--- config.mk ---
export PLATFORM = sky130hd
export DESIGN_NAME = pipelined_segmented_adder
export DESIGN_NICKNAME = d
export VERILOG_FILES = /design/src/rtl/pipelined_segmented_adder.sv
export SDC_FILE = /design/constraint.sdc
export NUM_CORES = 1
export LEC_CHECK = 0
export ABC_AREA = 1
export CAP_MARGIN = 25
export CORE_MARGIN = 1.5
export CORE_UTILIZATION = 50
export CTS_BUF_LIST = sky130_fd_sc_hd__clkbuf_2
export DETAILED_ROUTE_END_ITERATION = 12
export GPL_TIMING_DRIVEN = 0
export PLACE_DENSITY = 0.8
export SLEW_MARGIN = 20
export SYNTH_ARGS = -nofsm -noshare
export SYNTH_HDL_FRONTEND = slang
export SYNTH_SLANG_ARGS = --single-unit
export TNS_END_PERCENT = 20
--- constraint.sdc ---
create_clock -name clk -period 2.3 [get_ports clk]
set_input_delay 0.575 -clock clk [delete_from_list [all_inputs] [get_ports clk]]
set_output_delay 0.575 -clock clk [all_outputs]
set_load 0.02 [all_outputs]
--- src/rtl/pipelined_segmented_adder.sv ---
// pipelined_segmented_adder: WIDTH-bit adder cut into SEG-bit ripple segments, one registered carry per stage.
// Define APPROX_ADDER_EN to honour the per-beat approx input, which cuts every inter-segment carry.
module pipelined_segmented_adder #(
    parameter int WIDTH = 16,
    parameter int SEG   = 8
) (
    input  logic             clk,
    input  logic             rst,
    input  logic             in_valid,
    output logic             in_ready,
    input  logic [WIDTH-1:0] in1,
    input  logic [WIDTH-1:0] in2,
    input  logic             cin,
    input  logic             approx,
    output logic             out_valid,
    input  logic             out_ready,
    output logic [WIDTH-1:0] out,
    output logic             cout
);
    localparam int NSEG = WIDTH / SEG;
    logic adv;
    logic [NSEG-1:0] v, c, co;
    logic [SEG-1:0] ps [NSEG];
    logic [WIDTH-1:0] a [NSEG], b [NSEG], s [NSEG];
    logic unused_ok;
`ifdef APPROX_ADDER_EN
    logic [NSEG-1:0] ap;
    assign unused_ok = ^{a[NSEG-1], b[NSEG-1], ap[NSEG-1]};
`else
    assign unused_ok = ^{a[NSEG-1], b[NSEG-1], approx};
`endif
    assign out_valid = v[NSEG-1];
    assign out = s[NSEG-1];
    assign cout = c[NSEG-1];
    assign adv = !out_valid | out_ready;
    assign in_ready = adv;
    genvar k;
    for (k = 0; k < NSEG; k++) begin : g_seg
        logic ci;
        logic [SEG-1:0] x, y;
        if (k == 0) begin : g_lo
            assign x = in1[SEG-1:0];
            assign y = in2[SEG-1:0];
            assign ci = cin;
        end else begin : g_hi
            assign x = a[k-1][k*SEG +: SEG];
            assign y = b[k-1][k*SEG +: SEG];
`ifdef APPROX_ADDER_EN
            assign ci = c[k-1] & !ap[k-1];
`else
            assign ci = c[k-1];
`endif
        end
        assign {co[k], ps[k]} = {1'b0, x} + {1'b0, y} + {{SEG{1'b0}}, ci};
    end
    // s[i] carries the finished low segments forward so the whole sum lands aligned in the last stage
    always_ff @(posedge clk or posedge rst) begin
        if (rst) begin
            v <= '0;
            c <= '0;
`ifdef APPROX_ADDER_EN
            ap <= '0;
`endif
            for (int i = 0; i < NSEG; i++) begin
                a[i] <= '0;
                b[i] <= '0;
                s[i] <= '0;
            end
        end else if (adv) begin
            c <= co;
            v[0] <= in_valid;
            a[0] <= in1;
            b[0] <= in2;
            s[0] <= '0;
            s[0][SEG-1:0] <= ps[0];
`ifdef APPROX_ADDER_EN
            ap[0] <= approx;
`endif
            for (int i = 1; i < NSEG; i++) begin
                v[i] <= v[i-1];
                a[i] <= a[i-1];
                b[i] <= b[i-1];
                s[i] <= s[i-1];
                s[i][i*SEG +: SEG] <= ps[i];
`ifdef APPROX_ADDER_EN
                ap[i] <= ap[i-1];
`endif
            end
        end
    end
endmodule
==> impl_metrics.json, run 1 <==
{
  "antennaDiodeCount": 0,
  "grt_max_degree": 24,
  "die-area_mm2": 0.00530,
  "wl_per_cell_um": 11.0,
  "path_cells": "clkdlybuf4s50_1, nor2_4, inv_2, clkdlybuf4s15_2",
  "area_delta_synth_final_pct": 28.9,
  "die_w_um": 72.8,
  "place_hpwl_mm": 3.67,
  "io_buffer_count": 55,
  "drcViolationCount": 0,
  "antenna_found_initial": 0,
  "power_leakage_nw": 1.67,
  "cts_sinks": 44,
  "cts-buffers-inserted": 5,
  "holdBufCountCts": 0,
  "drive_gt1_frac": 0.0997,
  "drt-pass1-iter-count": 4,
  "clock_skew_ns": 0.0188,
  "layout.nets": 426,
  "vias_per_cell": 4.60,
  "clk_latency_ns": 0.41,
  "synth_cell_types": 20,
  "worstMarginPinSlew_ns": 0.485,
  "setup_viol": 0,
  "total_power_mw": 2.45,
  "p_per_area_mw_per_mm2": 779,
  "cts_root_buf": "clkbuf_2",
  "core_area_mm2": 0.00472,
  "clk_pin_slew_worst_paths_ns": 0.22,
  "cap_violations": 0,
  "syn_nets": 363,
  "ir_worst_vdd_v": 0.000296,
  "critical_path_required_ns": 1.73,
  "hold_viol": 0,
  "wl_mm": 4.82,
  "postSynthCellCount": 307,
  "start_util": 0.516,
  "num_vias": 2016,
  "path_buf_inv": 3,
  "ant_nets": 0,
  "grt_pass1_vias": 1832,
  "status": "finished clean",
  "die_y_um": 72.8,
  "grt_overflow": 0,
  "setup_tns_ns": 0,
  "worstPathMaxFanout": 17,
  "drv_slew": 0,
  "track_usage": 0.198,
  "slowest_delay_ns": 0.50,
  "place_inst": 430,
  "grt_pass1_wl_mm": 8.04,
  "netlist_area_mm2": 0.00244,
  "cpLargestDelayFamily": "buffers and inverters",
  "cp_slowest_cell": "clkdlybuf4s50_1",
  "place_congestion": 0.815,
  "critPathLaunchType": "input port",
  "period_share": 0.973,
  "htreeDepth": 2,
  "pin_count": 57,
  "yosys_warnings": 0,
  "critPathKind": "in -> out",
  "finalCriticalPeriod_ns": 2.24,
  "cp.arrival_ns": 1.66,
  "clk_path_buf_depth": 2,
  "dpl_cell_area_mm2": 0.00310,
  "maxSlewHeadroom": 0.676,
  "synth-seq-cells": 44,
  "grt_setup_unrepaired": "false",
  "hold_class": "in -> async",
  "fmax_mhz": 447,
  "cts_tree": "yes",
  "drtIter0Drc": 137,
  "end_kind": "primary output",
  "r2r_cells": 7,
  "hold_ws_ns": 0.459,
  "final_cell_area_mm2": 0.00314,
  "placementRows": 25,
  "critical_path_depth": 4,
  "synth_seq_area_share": 0.452,
  "fin_cells": 438,
  "syn_avg_cell_area_um2": 7.94
}
==> path summary, 6_finish.rpt <==
kind                                 from       end  slack, ns
worst max-delay path            out_ready  in_ready       0.06
worst min-delay path                  rst    out[0]       0.46
worst max register to register      a[24]   out[12]       0.40
worst min register to register       v[0]      v[1]       0.49
max in group asynchronous             rst     a[29]       1.35
min in group clk                     v[0]      v[1]       0.49
==> stage by stage <==
stage / setup slack [ns] / util
2_1_floorplan: 0.340 / -
6_report: 0.0613 / 0.665
3_5_place_dp: -0.466 / 0.656
4_1_cts: 0.0585 / 0.665
5_1_grt: 0.0108 / 0.665
3_3_place_gp: -0.476 / 0.650
==> cell usage after synthesis (all sizes together) <==
cell    count  area [um^2]
ha         14          175
nand3      15         75.1
nor2       10         45.0
inv        23         86.3
fa          4         80.1
nand3b      5         37.5
a211oi      2         15.0
nand2     148          556
a31oi       1         6.26
or2         2         12.5
a21oi       6         30.0
xor2        3         26.3
buf        24          160
o21ai       6         30.0
dfrtp      44         1100
==> layout by cell type (no fill, tap or decap), types with 2 or more instances in the layout <==
cell type        instances
o21ai_0                  5
clkdlybuf4s50_1         54
nand3b_1                 5
nand3_1                 15
nor2_1                   9
ha_1                    14
a21oi_1                  6
nand2_1                148
inv_2                    2
fa_1                     4
a211oi_1                 2
inv_1                   21
clkinv_2                 2
clkbuf_2                 5
dfrtp_1                 44
xor2_1                   3
buf_4                   17
buf_2                    7
==> power breakdown <==
part           switching, mW  internal, mW
sequential            0.0980         0.949
combinational          0.536         0.549
clock                  0.248        0.0682
total                  0.881          1.57
==> cell type report <==
type                       instances  area, um^2
fill                             411        1580
timing repair buffer              57         587
inverter                          23        86.3
clock inverter                     3        13.8
clock buffer                       5        25.0
buffer                            23         155
sequential                        44        1100
tap                               67        83.8
multi-input combinational        216        1090
==> layer usage <==
layer / track usage / routed length, um
met1: 0.282 / 2330
met2: 0.302 / 2230
met3: 0.0456 / 187
met4: 0.0629 / 68
met5: 0 / 0
==> state kept, by name (all words and copies together) (netlist names) <==
signal	count
out	16
a	8
b	8
s	8
c	2
v	2
==> timing repair <==
action / in CTS / in global routing
hold endpoints to repair: 0 / 0
resized for setup: 3 / 0
endpoints found under the setup margin: 1 / 0
buffers inserted: 1 / 0
==> kinds of logic (layout without fill, tap and decap cells) <==
group / count (synthesis) / after routing / synth area share
flip-flops: 44 / 44 / 0.452
adder cells (fa/ha/maj): 18 / 18 / 0.105
AO/OA/AOI/OAI: 15 / 15 / 0.0334
buffers and inverters: 47 / 111 / 0.101
XOR/XNOR: 3 / 3 / 0.0108
AND/OR/NAND/NOR: 180 / 180 / 0.298
Note: power is estimated with default switching activity, not from simulation.
==> inputs of run 2 (changes only) <==
CTS_CLUSTER_DIAMETER = 100   (was not set)
==> results of run 2 <==
Final layout, timing and power as in run 1 (identical DEF).
==> inputs of run 3 (changes only) <==
CORE_MARGIN = not set   (was 1.5)
GPL_TIMING_DRIVEN = 1   (was 0)
==> impl_metrics.json, run 3 (same netlist as run 1, synthesis figures left out) <==
{
  "cts_tree": "yes",
  "cp-endpoint": "s[22]",
  "cpLargestDelayFamily": "adder cells",
  "wl_mm": 4.39,
  "critical_path_required_ns": 2.65,
  "drive_gt1_frac": 0.0372,
  "wl_per_cell_um": 10.9,
  "path_buf_inv": 1,
  "drv_slew": 0,
  "drcViolationCount": 0,
  "largest_reg_flops": 16,
  "drt-pass1-iter-count": 4,
  "area_delta_synth_final_pct": 21.8,
  "hold_viol": 0,
  "holdBufCountCts": 0,
  "crit_start": "in1[0]",
  "place_inst": 395,
  "cp_slowest_cell": "fa_1",
  "io_buffer_count": 55,
  "die_y_um": 71.8,
  "pin_count": 57,
  "cts_sinks": 44,
  "clk_latency_ns": 0.39,
  "setup_tns_ns": 0,
  "regToRegEndpoint": "out[14]",
  "num_vias": 1944,
  "p_per_area_mw_per_mm2": 771,
  "layout_common_cells": "148 x nand2_1, 54 x clkdlybuf4s50_1, 44 x dfrtp_1, 21 x inv_1, 15 x nand3_1",
  "clock_skew_ns": 0.00706,
  "critical_path_depth": 10,
  "worstPathMaxFanout": 2,
  "antennaDiodeCount": 0,
  "layout.nets": 404,
  "grt_setup_unrepaired": "false",
  "finalCriticalPeriod_ns": 2.09,
  "fmax_mhz": 479,
  "die_w_um": 71.8,
  "end_kind": "flop",
  "cap_violations": 0,
  "grt_overflow": 0,
  "maxSlewHeadroom": 0.577,
  "htreeDepth": 2,
  "start_util": 0.519,
  "crit_top_cell": "nand2_1",
  "worstMarginPinSlew_ns": 0.630,
  "drtIter0Drc": 87,
  "cts_root_buf": "clkbuf_2",
  "slowest_delay_ns": 0.47,
  "hold_ws_ns": 0.456,
  "place_hpwl_mm": 3.23,
  "critPathLaunchType": "input port",
  "place_congestion": 0.795,
  "grt_max_degree": 45,
  "cp.arrival_ns": 2.43,
  "placementRows": 25,
  "ir_worst_vdd_v": 0.000316,
  "critPathKind": "in -> reg",
  "path_cells": "clkdlybuf4s50_1, fa_1, fa_1, nand2_1, nand3_1, nand3_1, nand2_1, nand2_1, nand3_1, nand2_1",
  "antenna_found_initial": 0,
  "final_core_util": 0.632,
  "cts-buffers-inserted": 5,
  "period_share": 0.907,
  "hold_class": "in -> async",
  "die-area_mm2": 0.00516,
  "core_area_mm2": 0.00469,
  "clk_pin_slew_worst_paths_ns": 0.19,
  "status": "finished clean",
  "ant_nets": 0,
  "reg2reg_from": "a[24]",
  "setup_viol": 0,
  "r2r_cells": 9,
  "clk_path_buf_depth": 2,
  "final_common_cell": "nand2_1",
  "reg2reg_setup_slack_ns": 0.35,
  "fin_cells": 403,
  "grt_pass1_wl_mm": 7.62,
  "power_leakage_nw": 1.56,
  "grt_pass1_vias": 1791,
  "cts_setup_buffers": 0,
  "vias_per_cell": 4.82,
  "track_usage": 0.188
}
-- run 3: changes by cell type in the layout (fill, tap and decap cells not counted) --
cell	previous run	this run
clkbuf_2	5	7
clkinv_2	2	0
inv_2	2	1
buf_2	7	0
buf_12	0	1
dlygate4sd2_1	0	1
clkinv_1	1	2
clkdlybuf4s15_2	1	0
buf_4	17	2
buf_16	1	0
-- run 3: what timing repair did --
item                                    in CTS  in global routing
endpoints found under the setup margin       1                  0
hold endpoints to repair                     0                  0
resized for setup                            1                  0
-- run 3: per-layer routing --
layer  GRT usage  vias to the layer above  wire length (um)
met4      0.0523                        0                48
met3      0.0422                        6               169
met2       0.313                       41              2070
met5           0                        -                 0
met1       0.246                      877              2100
li1            -                     1020                 -
-- run 3: power breakdown --
part | total (mW) | leakage, nW | switching [mW] | internal (mW)
clock | 0.309 | 0.0306 | 0.227 | 0.0814
sequential | 1.05 | 0.526 | 0.103 | 0.949
combinational | 0.928 | 1.00 | 0.499 | 0.428
total | 2.29 | 1.56 | 0.830 | 1.46
-- run 3: cell type report --
type | count | area, um^2
fill | 403 | 1730
sequential | 44 | 1100
multi-input combinational | 216 | 1090
timing repair buffer | 58 | 584
inverter | 23 | 86.3
tap | 54 | 67.6
clock buffer | 7 | 35.0
clock inverter | 1 | 3.75
-- run 3: metrics by stage --
step           power (mW)  setup slack (ns)  cell area [um^2]
3_3_place_gp         1.98            -0.161              2930
2_1_floorplan        1.75             0.340              2440
6_report             2.29             0.214              2970
5_1_grt              2.46             0.117              2970
3_5_place_dp         2.00            -0.220              2930
4_1_cts              2.31             0.201              2970
-- run 3: worst min path at each step --
stage                        end  slack [ns]  cells after the start
after floorplan             v[1]        0.42                      2
after global placement      v[1]        0.44                      2
after detailed placement    v[1]        0.44                      2
after CTS                   v[0]        0.47                      2
after global routing      out[6]        0.48                      2
final                       v[0]        0.46                      2
-- run 3: worst reg2reg max path, delay by kind of cell, from the launching register on --
family / cells / cell delay [ns]
fa+ha+maj: 2 / 0.89
flops: 1 / 0.44
simple gates: 7 / 0.58
